<file path="config.mk">
export PLATFORM = sky130hd
export DESIGN_NAME = sq_ref_gen
export DESIGN_NICKNAME = d
export VERILOG_FILES = /design/src/rtl/sq_ref_gen.sv
export SDC_FILE = /design/constraint.sdc
export NUM_CORES = 1
export LEC_CHECK = 0
export BUFFER_PORTS_ARGS = -buffer_cell sky130_fd_sc_hd__buf_4
export CORE_ASPECT_RATIO = 1.5
export CORE_MARGIN = 3
export CORE_UTILIZATION = 65
export CTS_BUF_LIST = sky130_fd_sc_hd__clkbuf_4
export DETAILED_ROUTE_END_ITERATION = 8
export PLACE_DENSITY_LB_ADDON = 0.1
export SLEW_MARGIN = 20
export SYNTH_ARGS = -nofsm -noshare
export SYNTH_HDL_FRONTEND = slang
export SYNTH_SLANG_ARGS = --single-unit
export TNS_END_PERCENT = 30
</file>
<file path="constraint.sdc">
create_clock -name clk -period 8.45 [get_ports clk]
set_input_delay 1.69 -clock clk [delete_from_list [all_inputs] [get_ports clk]]
set_output_delay 1.69 -clock clk [all_outputs]
set_load 0.01 [all_outputs]
</file>
<file path="src/rtl/sq_ref_gen.sv">
// ============================================================================
// Module      : sq_ref_gen
// Description : Square-wave reference generator for the lock-in demodulators.
//               Produces in-phase, quadrature and phase-shifted references, a
//               signed +/-amp modulation output and a period-sync pulse.
// Revision    : 1.0 - initial release
// ============================================================================
`default_nettype none

module sq_ref_gen #(
  parameter int N = 32,
  parameter int R = 14
) (
  input  logic                clk,
  input  logic                rst,
  input  logic                en,
  input  logic [N-1:0]        hp_in,
  input  logic [N-1:0]        phase_in,
  input  logic signed [R-1:0] amp,
  output logic                ref_out,
  output logic                quad_out,
  output logic                phs_out,
  output logic signed [R-1:0] mod_out,
  output logic                sync
);

  localparam logic [N:0]        c_one     = (N+1)'(1);
  localparam logic signed [R-1:0] c_amp_min = {1'b1, {(R-1){1'b0}}};
  localparam logic signed [R-1:0] c_amp_max = {1'b0, {(R-1){1'b1}}};

  logic [N-1:0]        r_hp_s;
  logic [N-1:0]        r_ph_s;
  logic [N:0]          r_cnt;

  logic [N:0]          w_per;
  logic [N:0]          w_hp_ext;
  logic [N:0]          w_h2;
  logic [N:0]          w_ph_ext;
  logic [N:0]          w_ph_eff;
  logic [N:0]          w_q;
  logic [N:0]          w_p;
  logic                w_hp_zero;
  logic                w_wrap;
  logic                w_ref_next;
  logic signed [R-1:0] w_neg;

  assign w_per     = {r_hp_s, 1'b0};
  assign w_hp_ext  = {1'b0, r_hp_s};
  assign w_h2      = {2'b00, r_hp_s[N-1:1]};
  assign w_ph_ext  = {1'b0, r_ph_s};
  assign w_ph_eff  = (w_ph_ext < w_per) ? w_ph_ext : '0;
  assign w_hp_zero = (r_hp_s == '0);
  assign w_wrap    = en && !w_hp_zero && (r_cnt == (w_per - c_one));

  // Modular subtraction split on the borrow so no intermediate exceeds N+1 bits
  assign w_q = (r_cnt >= w_h2)     ? (r_cnt - w_h2)     : (r_cnt + (w_per - w_h2));
  assign w_p = (r_cnt >= w_ph_eff) ? (r_cnt - w_ph_eff) : (r_cnt + (w_per - w_ph_eff));

  assign w_ref_next = (r_cnt < w_hp_ext);
  assign w_neg      = (amp == c_amp_min) ? c_amp_max : -amp;

  always_ff @(posedge clk) begin
    if (rst) begin
      r_hp_s   <= hp_in;
      r_ph_s   <= phase_in;
      r_cnt    <= '0;
      ref_out  <= 1'b0;
      quad_out <= 1'b0;
      phs_out  <= 1'b0;
      sync     <= 1'b0;
      mod_out  <= '0;
    end else begin
      // Shadows only move at a period boundary, or freely while idle at hp=0
      if (w_wrap || w_hp_zero) begin
        r_hp_s <= hp_in;
        r_ph_s <= phase_in;
      end
      if (en && !w_hp_zero) begin
        r_cnt <= w_wrap ? '0 : (r_cnt + c_one);
      end
      ref_out  <= w_ref_next;
      quad_out <= (w_q < w_hp_ext);
      phs_out  <= (w_p < w_hp_ext);
      sync     <= en && (r_cnt == '0) && !w_hp_zero;
      mod_out  <= w_hp_zero ? '0 : (w_ref_next ? amp : w_neg);
    end
  end

endmodule

`default_nettype wire

</file>
After elaboration in Yosys (flattened, before gate mapping)
Index checks and enable logic that the tools add are counted.
{ "op_classes": {"n_addsub": 9, "magnitude_cmp": 6, "n_eq_ne": 2, "n_mux": 10, "reduce_logical": 10} }
{ "op_table": {"columns": ["op", "count"], "rows": [
  ["$mux W32", 5],
  ["$lt A33 B32 Y1", 3],
  ["$mux W33", 3],
  ["$add A33 B33 Y33", 2],
  ["$sub A33 B31 Y33", 2],
  ["$sub A33 B32 Y33", 2],
  ["$add A33 B1 Y33 const B", 1],
  ["$eq A33 B33 Y1", 1],
  ["$ge A33 B31 Y1", 1],
  ["$ge A33 B32 Y1", 1],
  ["$logic_not A33 Y1", 1],
  ["$lt A32 B33 Y1", 1],
  ["$sub A33 B1 Y33 const B", 1],
  ["$logic_not A32 Y1", 1],
  ["$mux W14", 2],
  ["$eq A14 B14 Y1 const B", 1],
  ["$neg A14 Y14", 1],
  ["$logic_and A1 B1 Y1", 4],
  ["$reduce_bool A2 Y1", 1],
  ["$reduce_or A2 Y1", 1],
  ["$logic_not A1 Y1", 1],
  ["$logic_or A1 B1 Y1", 1]
]} }
{ "totals": {"register_bits": 115, "input_bits": 81, "out_inout_bits": 18, "elab_cells": 45} }

Logic depth before layout (Yosys ltp)
{ "logic_depth": {"ltp_word": 7, "ltp_mapped": 38, "depth_no_buf": 36} }

Worst setup path after synthesis
No wires, ideal clock.
{ "synth_timing": {"kind": "register to register", "from": "register r_hp_s[1]", "to": "register phs_out", "arrival_ns": 7.362, "required_time_ns": 8.364, "setup_slack_ns": 1.002, "stages_incl_launch_ff": 35, "path_buffers": 3, "period_less_slack_ns": 7.448, "cell_sequence": "edfxtp_1 -> inv_1 -> ha_1 -> a21o_1 -> a21o_1 -> a21o_1 -> a21o_1 -> a2111oi_0 -> o21ai_0 -> a221oi_1 -> o32a_1 -> clkbuf_1 -> clkbuf_1 -> nand2_1 -> ha_1 -> o21a_1 -> o31a_1 -> o31ai_1 -> a21oi_2 -> a31oi_1 -> o41ai_1 -> a211oi_1 -> o31ai_1 -> buf_2 -> mux2_2 -> ha_1 -> a21o_1 -> a21oi_1 -> o21ai_0 -> a2111o_1 -> a221oi_1 -> o211ai_1 -> a31oi_1 -> o21ai_0 -> a211oi_1"} }
{ "synth_via": {"elab_chain_len": 6, "word_cells_on_any_way": 8} }
{ "synth_rtl": {"columns": ["item", "line", "source"], "rows": [
  ["from (decl)", "31", "logic [N-1:0] r_hp_s;"],
  ["from (signal assigned)", "64", "r_hp_s <= hp_in;"],
  ["from (signal assigned)", "75", "r_hp_s <= hp_in;"],
  ["$lt A32 B33 Y1", "51", "assign w_ph_eff = (w_ph_ext < w_per) ? w_ph_ext : '0;"],
  ["$mux W32", "51", null],
  ["$sub A33 B32 Y33", "57", "assign w_p = (r_cnt >= w_ph_eff) ? (r_cnt - w_ph_eff) : (r_cnt + (w_per - w_ph_eff));"],
  ["$add A33 B33 Y33", "57", null],
  ["$mux W33", "57", null],
  ["$lt A33 B32 Y1 *", "83", "phs_out <= (w_p < w_hp_ext);"],
  ["to (signal assigned)", "83", null],
  ["to (decl)", "22", "output logic phs_out,"]
]} }
Mark *: on every way between the ends. The rest lies on a longest branch, timed or not.
A chain may end at the register's enable or synchronous reset.

Worst setup path in the final report
Same ends and word-level chain as after synthesis.

==> impl_results.html <==
<table>
<tr><th>Metric</th><th>Value</th></tr>
<tr><th colspan="2">Outcome</th></tr>
<tr><td>Run status</td><td>finished clean</td></tr>
<tr><th colspan="2">Clocking</th></tr>
<tr><td>Clock sink total</td><td>115</td></tr>
<tr><td>Clock tree from TritonCTS</td><td>yes</td></tr>
<tr><td>Maximum buffer depth of the clock tree</td><td>2</td></tr>
<tr><td>Root Buffer Master</td><td>clkbuf_4</td></tr>
<tr><td>Inserted Clock Buffers</td><td>17</td></tr>
<tr><td>Deepest level of the CTS H-tree</td><td>4</td></tr>
<tr><td>Clock transition at path regs</td><td>0.14 ns</td></tr>
<tr><td>Post-CTS Hold Buffers</td><td>0</td></tr>
<tr><td>Clock network latency to the later pin of the worst-skew pair</td><td>roughly 0.61 ns</td></tr>
<tr><th colspan="2">GRT</th></tr>
<tr><td>Maximum number of pins on one net before global-route repair</td><td>65</td></tr>
<tr><td>Global-route wire length before repair</td><td>83.6 mm</td></tr>
<tr><td>Aggregate global routing overflow</td><td>0</td></tr>
<tr><td>Initial antenna violation count</td><td>3</td></tr>
<tr><td>GRT Util Overall</td><td>0.390</td></tr>
<tr><td>Number of global-route vias before repair</td><td>16000</td></tr>
<tr><th colspan="2">STA</th></tr>
<tr><td>Total setup violations reported at the end of the flow</td><td>0</td></tr>
<tr><td>Final Hold Vio Count</td><td>0</td></tr>
<tr><td>Worst slew margin relative to its limit</td><td>0.357</td></tr>
<tr><td>RSZ-0062 raised after global routing</td><td>false</td></tr>
<tr><td>Fin Clk Skew</td><td>0.0253 ns</td></tr>
<tr><td>Setup TNS after final layout</td><td>0 ns</td></tr>
<tr><td>Final critical path time including I/O delays and setup</td><td>7.85 ns</td></tr>
<tr><td>Transition time at the pin with the least slew margin</td><td>around 0.97 ns</td></tr>
<tr><td>Tcrit/Tclk final</td><td>0.928</td></tr>
<tr><td>Timing-limited maximum frequency</td><td>roughly 130 MHz</td></tr>
<tr><td>Slew Viols, Final</td><td>0</td></tr>
<tr><td>Final Hold Slack</td><td>0.525 ns</td></tr>
<tr><th colspan="2">Pwr</th></tr>
<tr><td>Clk network pwr share</td><td>0.234</td></tr>
<tr><td>Cell Int Power</td><td>1.32 mW</td></tr>
<tr><td>Proportion of power drawn by combinational gates</td><td>0.474</td></tr>
<tr><td>Peak supply drop</td><td>135 uV</td></tr>
<tr><td>Power share of the sequential group</td><td>0.292</td></tr>
<tr><td>Power density over the cells</td><td>121 nW/um^2</td></tr>
<tr><td>Psw</td><td>914 uW</td></tr>
<tr><td>Switching fraction of total power</td><td>0.409</td></tr>
<tr><td>Overall power</td><td>2.24 mW</td></tr>
<tr><td>Standby leakage power</td><td>8.96 nW</td></tr>
<tr><th colspan="2">Flow run</th></tr>
<tr><td>Max-cap viol count</td><td>0</td></tr>
<tr><th colspan="2">Final layout</th></tr>
<tr><td>Area Overhead vs Synth</td><td>9.55%</td></tr>
<tr><td>Commonest cells after routing, fill and taps aside</td><td>ha_1, inv_1, a21oi_1</td></tr>
<tr><td>Final cell area excluding filler cells</td><td>18500 um^2</td></tr>
<tr><td>Most common cell after layout, fill and taps aside</td><td>ha_1</td></tr>
<tr><td>Flip-flop and latch area</td><td>2940 um^2</td></tr>
<tr><td>Fill count</td><td>approximately 2000</td></tr>
<tr><td>Number of nets in the layout</td><td>2552</td></tr>
<tr><td>Area taken by multi-input logic gates</td><td>13000 um^2</td></tr>
<tr><td>Layout cell share with drive strength beyond 1</td><td>0.0942</td></tr>
<tr><th colspan="2">Drt</th></tr>
<tr><td>Routed WL per cell</td><td>21.9 um</td></tr>
<tr><td>Post-route antenna net violation count</td><td>0</td></tr>
<tr><td>Final Routed Wirelength</td><td>54.7 mm</td></tr>
<tr><td>Average vias per placed instance</td><td>about 6.6</td></tr>
<tr><td>DR DRC count</td><td>0</td></tr>
<tr><td>Number of iterations in the first detailed-routing pass</td><td>6</td></tr>
<tr><td>Vias after detailed routing</td><td>about 16000</td></tr>
<tr><td>Initial drt markers</td><td>1228</td></tr>
<tr><th colspan="2">Worst setup path</th></tr>
<tr><td>Worst reg-to-reg path cell count</td><td>31</td></tr>
<tr><td>Endpoint required time on the critical path</td><td>between 8 and 9 ns</td></tr>
<tr><td>Worst endpoint data arrival time</td><td>8.39 ns</td></tr>
<tr><td>Peak fanout along the critical path</td><td>15</td></tr>
<tr><td>Library cell appearing most often on the critical path</td><td>a21o_1</td></tr>
<tr><td>Largest delay contributor family on the critical path</td><td>compound AO/OA/AOI/OAI gates</td></tr>
<tr><td>Category of the worst setup path launch point</td><td>flop</td></tr>
<tr><td>Combined buffer and inverter count along the critical path</td><td>1</td></tr>
<tr><td>CP max stage cell</td><td>a2111oi_1</td></tr>
<tr><td>WP depth</td><td>31</td></tr>
<tr><td>Largest incremental delay on the critical path</td><td>0.52 ns</td></tr>
<tr><td>Crit. End Element</td><td>flop</td></tr>
<tr><td>Crit Path Category</td><td>reg -&gt; reg</td></tr>
<tr><th colspan="2">Synthesis</th></tr>
<tr><td>Synthesized area divided by synthesized cell count</td><td>between 8 and 9 um^2</td></tr>
<tr><td>Number of flops mapped to enable cells by yosys</td><td>64</td></tr>
<tr><td>Top cell type by total area after synthesis</td><td>ha_1</td></tr>
<tr><td>Share of the yosys chip area belonging to registers</td><td>0.174</td></tr>
<tr><td>Share of flip-flops with an asynchronous set or reset</td><td>0</td></tr>
<tr><td>Synthesized Nets</td><td>2438</td></tr>
<tr><td>Share of the synthesized area in the top cell type</td><td>0.187</td></tr>
<tr><td>Cell area after synthesis</td><td>16900 um^2</td></tr>
<tr><td>Biggest area contributors in the synthesized netlist</td><td>ha_1, edfxtp_1, fa_1</td></tr>
<tr><td>Count of mapped cells out of synthesis</td><td>2039</td></tr>
<tr><td>Synth unique cells</td><td>80</td></tr>
<tr><td>Count of synthesis-stage warnings from yosys</td><td>0</td></tr>
<tr><td>Synthesis-stage register bit count</td><td>115</td></tr>
<tr><td>Top flip-flop cell by instance count after synthesis</td><td>edfxtp_1</td></tr>
<tr><th colspan="2">Die</th></tr>
<tr><td>Area inside the core boundary</td><td>between 20000 and 30000 um^2</td></tr>
<tr><td>Die span in x</td><td>138 um</td></tr>
<tr><td>Boundary pin count</td><td>99</td></tr>
<tr><td>Initial core utilization</td><td>0.668</td></tr>
<tr><td>Floorplan row count</td><td>71</td></tr>
<tr><td>Area of the die</td><td>28000 um^2</td></tr>
<tr><td>Chip height</td><td>204 um</td></tr>
<tr><th colspan="2">Placed design</th></tr>
<tr><td>Port-buffer cells</td><td>98</td></tr>
<tr><td>GP Congestion</td><td>1.04</td></tr>
<tr><td>Post-detail-place hpwl</td><td>~44 mm</td></tr>
<tr><td>Standard cell area after detailed placement</td><td>18200 um^2</td></tr>
<tr><th colspan="2">Worst hold path</th></tr>
<tr><td>Cells on Worst Hold Path</td><td>2</td></tr>
<tr><td>Hold crit path type</td><td>reg -&gt; reg</td></tr>
</table>
## cell families after synthesis
| family | after synthesis | synth area share |
|---|---|---|
| buffers and inverters | 258 | 0.0598 |
| and+or+nand+nor | 598 | 0.183 |
| muxes | 37 | 0.0226 |
| xor gates and xnor gates | 173 | 0.0895 |
| adders and majority gates | 318 | 0.264 |
| AOI/OAI and AO/OA | 540 | 0.207 |
| DFF | 115 | 0.174 |
## through the flow
stage                     std cells   util  setup slack [ns]
after floorplan                2039      -              1.00
after global placement         2462  0.718             0.587
after detailed placement       2462  0.718             0.434
after CTS                      2494  0.731             0.381
after global routing           2496  0.732            0.0475
final                          2496  0.732             0.605
## flip-flops by register name, summed over array words and instances (netlist names)
register,count
r_ph_s,32
r_cnt,33
phs_out,1
ref_out,1
mod_out,14
quad_out,1
r_hp_s,32
sync,1
## area by class of cell
type | count | share of cell area
Antenna cell | 2 | 0.000270
Clock buffer | 18 | 0.00729
Clock inverter | 14 | 0.0109
Inverter | 222 | 0.0450
Multi-Input combinational cell | 1666 | 0.702
Sequential cell | 115 | 0.159
Tap cell | 328 | 0.0221
Timing Repair Buffer | 131 | 0.0539
## tightest hold or removal path, delay by kind of cell, from the launching register on
family             cells  cell delay, ns
AOI/OAI and AO/OA      1            0.05
and+or+nand+nor        1            0.07
DFF                    1            0.38
## cell usage after synthesis (51+ instances only)
| library cell | instances |
|---|---|
| o21ai_0 | 102 |
| edfxtp_1 | 64 |
| a21oi_1 | 163 |
| fa_1 | 65 |
| inv_1 | 222 |
| xnor2_1 | 108 |
| nor2_1 | 119 |
| xor2_1 | 65 |
| nand2_1 | 160 |
| a21o_1 | 89 |
| dfxtp_1 | 51 |
| ha_1 | 253 |
## power groups by stage
stage | clock [mW] | combinational, mW | sequential [mW]
2_1_floorplan | 0 | 0.755 | 0.652
3_3_place_gp | 0 | 1.00 | 0.664
3_5_place_dp | 0 | 1.03 | 0.663
4_1_cts | 0.527 | 1.04 | 0.651
5_1_grt | 0.546 | 1.19 | 0.654
6_report | 0.524 | 1.06 | 0.653
## worst paths after layout
kind / startpoint / end / slack [ns]
min: r_cnt[0] / r_cnt[0] / 0.52
max reg2reg: r_hp_s[1] / phs_out / 0.60
max: r_hp_s[1] / phs_out / 0.60
min reg2reg: r_cnt[0] / r_cnt[0] / 0.52
## layer usage
metal / vias up / track usage / wire length, um
met1: 7646 / 0.393 / 18600
met5: - / 0 / 13
met3: 357 / 0.0861 / 3660
met4: 2 / 0.356 / 5890
met2: 784 / 0.657 / 26500
li1: 7589 / - / -
## what timing repair did
action / 4_1_cts / 5_1_grt
setup endpoints to repair: 0 / 1
resized for setup: 0 / 5
buffers inserted: 0 / 0
Note: power is estimated with default switching activity, not from simulation.
